**src/rtl/cp0_pkg.sv**
```systemverilog
// Shared definitions for coprocessor 0 of the pipelined MIPS core.
// Holds the CP0 register numbers, the bit positions of the SR and Cause
// fields, the exception codes carried down the pipeline and the handler
// entry address. The PC mux uses the handler address; cp0 itself does not.
package cp0_pkg;

    // Register numbers, taken from the rd field of mfc0/mtc0
    localparam logic [4:0] REG_SR    = 5'd12;
    localparam logic [4:0] REG_CAUSE = 5'd13;
    localparam logic [4:0] REG_EPC   = 5'd14;
    localparam logic [4:0] REG_PRID  = 5'd15;

    // SR field positions
    localparam int SR_IM_HI  = 15;
    localparam int SR_IM_LO  = 10;
    localparam int SR_EXL    = 1;
    localparam int SR_IE     = 0;

    // Cause field positions
    localparam int CAUSE_BD     = 31;
    localparam int CAUSE_IP_HI  = 15;
    localparam int CAUSE_IP_LO  = 10;
    localparam int CAUSE_EXC_HI = 6;
    localparam int CAUSE_EXC_LO = 2;

    // Exception codes
    localparam logic [4:0] EXC_INT  = 5'd0;
    localparam logic [4:0] EXC_ADEL = 5'd4;
    localparam logic [4:0] EXC_ADES = 5'd5;
    localparam logic [4:0] EXC_RI   = 5'd10;
    localparam logic [4:0] EXC_OV   = 5'd12;

    // Exception/interrupt handler entry point
    localparam logic [31:0] HANDLER_ADDR = 32'h0000_4180;

    // Clears the two low bits of an EPC value when alignment is enabled
    function automatic logic [31:0] align_epc(input logic [31:0] pc, input bit do_align);
        return do_align ? {pc[31:2], 2'b00} : pc;
    endfunction

endpackage

```
**src/rtl/cp0.sv**
```systemverilog
// Coprocessor 0 for the pipelined MIPS core, placed at the M stage.
// Decides whether an interrupt or exception is taken this cycle, records
// the victim PC, branch-delay flag and cause, supplies EPC for eret and
// implements the mfc0/mtc0 register file (SR, Cause, EPC, PRId).
//
// Ports:
//   clk          system clock
//   reset        synchronous, active-high reset
//   cp0_addr     mfc0/mtc0 register number
//   cp0_wdata    mtc0 write data
//   cp0_we       mtc0 at M stage
//   cp0_rdata    combinational read of the register at cp0_addr
//   vpc          M-stage PC (victim PC)
//   bd_in        M-stage instruction sits in a branch delay slot
//   exc_code_in  pipeline exception code, 0 means none
//   hw_int       hardware interrupt lines (level-sensitive)
//   eret         eret at M stage
//   req          take interrupt/exception this cycle
//   epc_out      current EPC, or forwarded mtc0 data targeting EPC
module cp0
    import cp0_pkg::*;
#(
    parameter logic [31:0] PRID_VALUE = 32'h4D49_5053,
    parameter bit          EPC_ALIGN  = 1'b1
) (
    input  logic        clk,
    input  logic        reset,
    input  logic [4:0]  cp0_addr,
    input  logic [31:0] cp0_wdata,
    input  logic        cp0_we,
    output logic [31:0] cp0_rdata,
    input  logic [31:0] vpc,
    input  logic        bd_in,
    input  logic [4:0]  exc_code_in,
    input  logic [5:0]  hw_int,
    input  logic        eret,
    output logic        req,
    output logic [31:0] epc_out
);

    logic [5:0]  sr_im;
    logic        sr_exl;
    logic        sr_ie;
    logic        cause_bd;
    logic [5:0]  cause_ip;
    logic [4:0]  cause_exc;
    logic [31:0] epc;

    logic        int_req;
    logic        exc_req;
    logic        take;
    logic        mtc0_ok;
    logic [31:0] sr_word;
    logic [31:0] cause_word;
    logic [31:0] victim_epc;

    // Request decision. EXL masks both sources while the handler runs, and
    // the whole request is held off while reset is asserted so that req is
    // 0 even before the first reset edge has cleared the registers.
    always_comb begin
        int_req    = (|(hw_int & sr_im)) & sr_ie & ~sr_exl;
        exc_req    = (exc_code_in != 5'd0) & ~sr_exl;
        take       = (int_req | exc_req) & ~reset;
        mtc0_ok    = cp0_we & ~take;
        victim_epc = align_epc(bd_in ? (vpc - 32'd4) : vpc, EPC_ALIGN);
    end

    assign req = take;

    // Packed views of SR and Cause with reserved bits reading as 0
    always_comb begin
        sr_word                      = 32'd0;
        sr_word[SR_IM_HI:SR_IM_LO]   = sr_im;
        sr_word[SR_EXL]              = sr_exl;
        sr_word[SR_IE]               = sr_ie;
        cause_word                          = 32'd0;
        cause_word[CAUSE_BD]                = cause_bd;
        cause_word[CAUSE_IP_HI:CAUSE_IP_LO] = cause_ip;
        cause_word[CAUSE_EXC_HI:CAUSE_EXC_LO] = cause_exc;
    end

    // Read port returns stored (pre-write) state; PRId is constant and is
    // the only value visible while reset is held.
    always_comb begin
        cp0_rdata = 32'd0;
        unique case (cp0_addr)
            REG_SR:    cp0_rdata = reset ? 32'd0 : sr_word;
            REG_CAUSE: cp0_rdata = reset ? 32'd0 : cause_word;
            REG_EPC:   cp0_rdata = reset ? 32'd0 : epc;
            REG_PRID:  cp0_rdata = PRID_VALUE;
            default:   cp0_rdata = 32'd0;
        endcase
    end

    // EPC output for the eret redirect. An mtc0 to EPC in the same cycle is
    // forwarded so a back-to-back mtc0/eret pair returns to the new address.
    always_comb begin
        epc_out = epc;
        if (reset)
            epc_out = 32'd0;
        else if (mtc0_ok && cp0_addr == REG_EPC)
            epc_out = align_epc(cp0_wdata, EPC_ALIGN);
    end

    // SR update. A taken request wins over mtc0 and eret; otherwise mtc0
    // writes the fields first and a simultaneous eret then clears EXL.
    always_ff @(posedge clk) begin
        if (reset) begin
            sr_im  <= 6'd0;
            sr_exl <= 1'b0;
            sr_ie  <= 1'b0;
        end else if (take) begin
            sr_exl <= 1'b1;
        end else begin
            if (mtc0_ok && cp0_addr == REG_SR) begin
                sr_im  <= cp0_wdata[SR_IM_HI:SR_IM_LO];
                sr_exl <= cp0_wdata[SR_EXL];
                sr_ie  <= cp0_wdata[SR_IE];
            end
            if (eret)
                sr_exl <= 1'b0;
        end
    end

    // Cause update. IP tracks the interrupt lines every cycle; BD and
    // ExcCode only change when a request is taken. Software cannot write it.
    always_ff @(posedge clk) begin
        if (reset) begin
            cause_bd  <= 1'b0;
            cause_ip  <= 6'd0;
            cause_exc <= 5'd0;
        end else begin
            cause_ip <= hw_int;
            if (take) begin
                cause_bd  <= bd_in;
                cause_exc <= int_req ? EXC_INT : exc_code_in;
            end
        end
    end

    // EPC update. The victim PC points at the branch when the faulting
    // instruction is in a delay slot, so the branch is re-executed on eret.
    always_ff @(posedge clk) begin
        if (reset)
            epc <= 32'd0;
        else if (take)
            epc <= victim_epc;
        else if (mtc0_ok && cp0_addr == REG_EPC)
            epc <= align_epc(cp0_wdata, EPC_ALIGN);
    end

endmodule

```
**config.mk**
```make
export PLATFORM = sky130hd
export DESIGN_NAME = cp0
export DESIGN_NICKNAME = d
export VERILOG_FILES = /design/src/rtl/cp0_pkg.sv /design/src/rtl/cp0.sv
export SDC_FILE = /design/constraint.sdc
export NUM_CORES = 1
export LEC_CHECK = 0
export CAP_MARGIN = 30
export CORE_MARGIN = 2
export CORE_UTILIZATION = 41
export CTS_CLUSTER_SIZE = 14
export DETAILED_ROUTE_END_ITERATION = 7
export PLACE_DENSITY_LB_ADDON = 0.12
export SLEW_MARGIN = 10
export SYNTH_ARGS = -nofsm -noshare
export SYNTH_HDL_FRONTEND = slang
export SYNTH_SLANG_ARGS = --single-unit
```
**constraint.sdc**
```tcl
create_clock -name clk -period 2.35 [get_ports clk]
set_input_delay 0.47 -clock clk [delete_from_list [all_inputs] [get_ports clk]]
set_output_delay 0.47 -clock clk [all_outputs]
set_load 0.05 [all_outputs]
```
==> results.json <==
{
  "synth-simple-area-share": 0.329,
  "syn_inst": 499,
  "grt_pass1_wl_mm": 26.8,
  "setup_viol_count_final": 51,
  "io_pins": 150,
  "rsz0062_at_grt": "true",
  "clk_path_buf_depth": 2,
  "drc": 0,
  "synthFlopType": "dfxtp_1",
  "die_x_um": 103,
  "hp-class": "in -> reg",
  "num_vias": 5120,
  "cts_tree": "done",
  "synth_cell_types": 50,
  "synth-seq-area-share": 0.257,
  "ys_ff_latch": 52,
  "peakVddDrop_mv": 0.237,
  "slew_violations": 0,
  "overflow": 0,
  "synth_top_family_by_area": "simple AND/OR/NAND/NOR gates",
  "place.gp.congestion": 0.904,
  "slew_headroom": 0.518,
  "timing.critical_path.arrival_ns": 2.36,
  "synth.yosys.warnings": 0,
  "crit_path_frequent_cell": "buf_12",
  "initial_core_util": 0.419,
  "portBuffers": 147,
  "crit_path_start_kind": "primary input",
  "grt_max_degree": 49,
  "clk_pin_slew_ns": 0.10,
  "skew_ns": 0.0129,
  "die_h_um": 103,
  "rows": 36,
  "crit_path_end_kind": "output pin",
  "power.leakage_nw": 3.18,
  "nets": 813,
  "firstDrtPassIters": 5,
  "dr.first_iter.drc_count": 290,
  "clock-sinks": 52,
  "required_ns": 1.88,
  "die_area_um2": 10700,
  "via_per_inst": 5.95,
  "final-hold-violation-count": 0,
  "wire_per_inst_um": 20.7,
  "antenna_found_initial": 0,
  "wl_mm": 17.9,
  "crit_type": "in -> out",
  "final_util": 0.834,
  "power_w": 0.00271,
  "drv_cap": 0,
  "cts_max_level": 2,
  "synthArstFlopShare": 0,
  "muxShareOfSynthArea": 0.106,
  "slowest_delay_ns": 0.54,
  "failed_checks": "negative setup slack",
  "core_area_um2": 9680,
  "synth_adder_area_share": 0.00308,
  "worstMarginPinSlew_ns": 0.705,
  "antenna_cells": 0,
  "drive_above_1_share": 0.404,
  "synth_area_um2": 4060,
  "insertion_delay_ns": 0.32,
  "power_density_nw_per_um2": 335,
  "synth-compound-area-share": 0.232,
  "ant_nets": 0,
  "cts_hold_buf": 0,
  "fin_crit_sh": 1.20,
  "hpwlAfterDp_mm": 11.7,
  "syn_nets": 585,
  "cts_made_buffers": 5,
  "syn_to_final_growth_pct": 99.2,
  "final_cell_mix": "buf_4 (89), buf_12 (76), nand2b_1 (68), clkdlybuf4s50_1 (55), dfxtp_1 (48)",
  "track_usage": 0.328,
  "fillers": 565,
  "worst_slack_ns": -0.482,
  "syn_avg_cell_area_um2": 8.13,
  "root_buffer": "clkbuf_8",
  "synth_xor_area_frac": 0.0238,
  "max_clock_freq_ghz": 0.353,
  "final_common_cell": "buf_4",
  "grt_pass1_vias": 5074,
  "cp_cell_sequence": "buf_6, or4_4, o21a_4, nor3_4, buf_12, buf_12, buf_16, mux2i_4, buf_12",
  "synth-edff-count": 0,
  "critPathSlowestCell": "or4_4",
  "fin_crit_ns": 2.83,
  "timing.critical_path.fanout_max": 5,
  "run_status": "complete, but fails checks"
}
==> metal layers <==
layer  wire length, µm  part of all wire  vias to the layer above  global-route usage
li1                  -                 -                     2366                   -
met4               405             0.023                        0              0.0992
met1              6980              0.39                     2443               0.415
met5                 0                 0                        -                   0
met2              8910              0.50                      267               0.565
met3              1570             0.088                       44              0.0625
==> layout make-up <==
| type | instances | area (µm²) | share of cell area |
|---|---|---|---|
| multi-input cells | 398 | 3480 | 0.431 |
| inverters | 4 | 15.0 | 0.00186 |
| well taps | 133 | 166 | 0.0206 |
| clock buffers | 6 | 82.6 | 0.0102 |
| flip-flops and latches | 52 | 1050 | 0.129 |
| clock inverters | 2 | 38.8 | 0.00480 |
| repair buffers | 266 | 3250 | 0.402 |
==> registers in the layout (all words and copies together) (netlist names) <==
| name | count |
|---|---|
| cause_bd | 1 |
| cause_exc | 5 |
| cause_ip | 6 |
| epc | 32 |
| sr_exl | 1 |
| sr_ie | 1 |
| sr_im | 6 |
==> what timing repair did <==
| action | 4_1_cts | 5_1_grt |
|---|---|---|
| cloned | 7 | 0 |
| hold endpoints to repair | 0 | 0 |
| endpoints found under the setup margin | 85 | 73 |
| setup buffers | 18 | 7 |
| pin swaps | 18 | 15 |
| gates resized for setup | 89 | 48 |
==> kinds of logic after synthesis <==
logic type,Yosys count
compound gates,123
xor+xnor,11
fa+ha+maj,1
buf+inv,50
flops,52
mux,43
simple gates,219
==> final timing paths <==
check | from | end | slack [ns] | cells past startpoint
min | exc_code_in[2] | cause_exc[2] | 0.35 | 2
min reg2reg | cause_bd | cause_bd | 0.51 | 2
max reg2reg | sr_im[1] | epc[26] | 0.20 | 7
max | exc_code_in[2] | epc_out[16] | -0.48 | 9
==> per-stage QoR <==
stage                     hold slack (ns)  TNS (ns)  area (µm²)  setup slack [ns]  std cells
after floorplan                     0.443    -13.13        4510            -0.435        499
after global placement              0.453    -41.22        7360            -0.792        827
after detailed placement            0.475    -43.52        7360            -0.813        827
after CTS                           0.347    -14.84        7940            -0.519        857
after global routing                0.355    -16.35        8080            -0.515        861
final                               0.354    -14.21        8080            -0.482        861
==> worst max-delay path: cells and delay by family <==
family | cells | cell delay (ns)
muxes | 1 | 0.27
and+or+nand+nor | 2 | 0.71
AOI/OAI and AO/OA | 1 | 0.23
buffers and inverters | 5 | 0.67
==> power breakdown <==
group          switching, W  internal [W]
sequential        0.0000536      0.000946
combinational      0.000516      0.000525
clock              0.000320      0.000349
total              0.000890       0.00182
==> cells in the mapped netlist (10+ instances only) <==
cell type | instances | area [µm²]
or4_1 | 13 | 97.6
nor2_1 | 23 | 86.3
a22oi_1 | 11 | 82.6
mux2i_1 | 43 | 430
or3_1 | 11 | 68.8
and3_1 | 33 | 206
dfxtp_1 | 52 | 1040
a2111oi_0 | 28 | 245
a311oi_1 | 20 | 175
clkbuf_1 | 41 | 154
and2_1 | 15 | 93.8
a21oi_1 | 10 | 50.1
nand2b_1 | 69 | 432
a211oi_1 | 10 | 75.1
o21ai_0 | 12 | 60.1
Power figures use the tool's default switching activity.
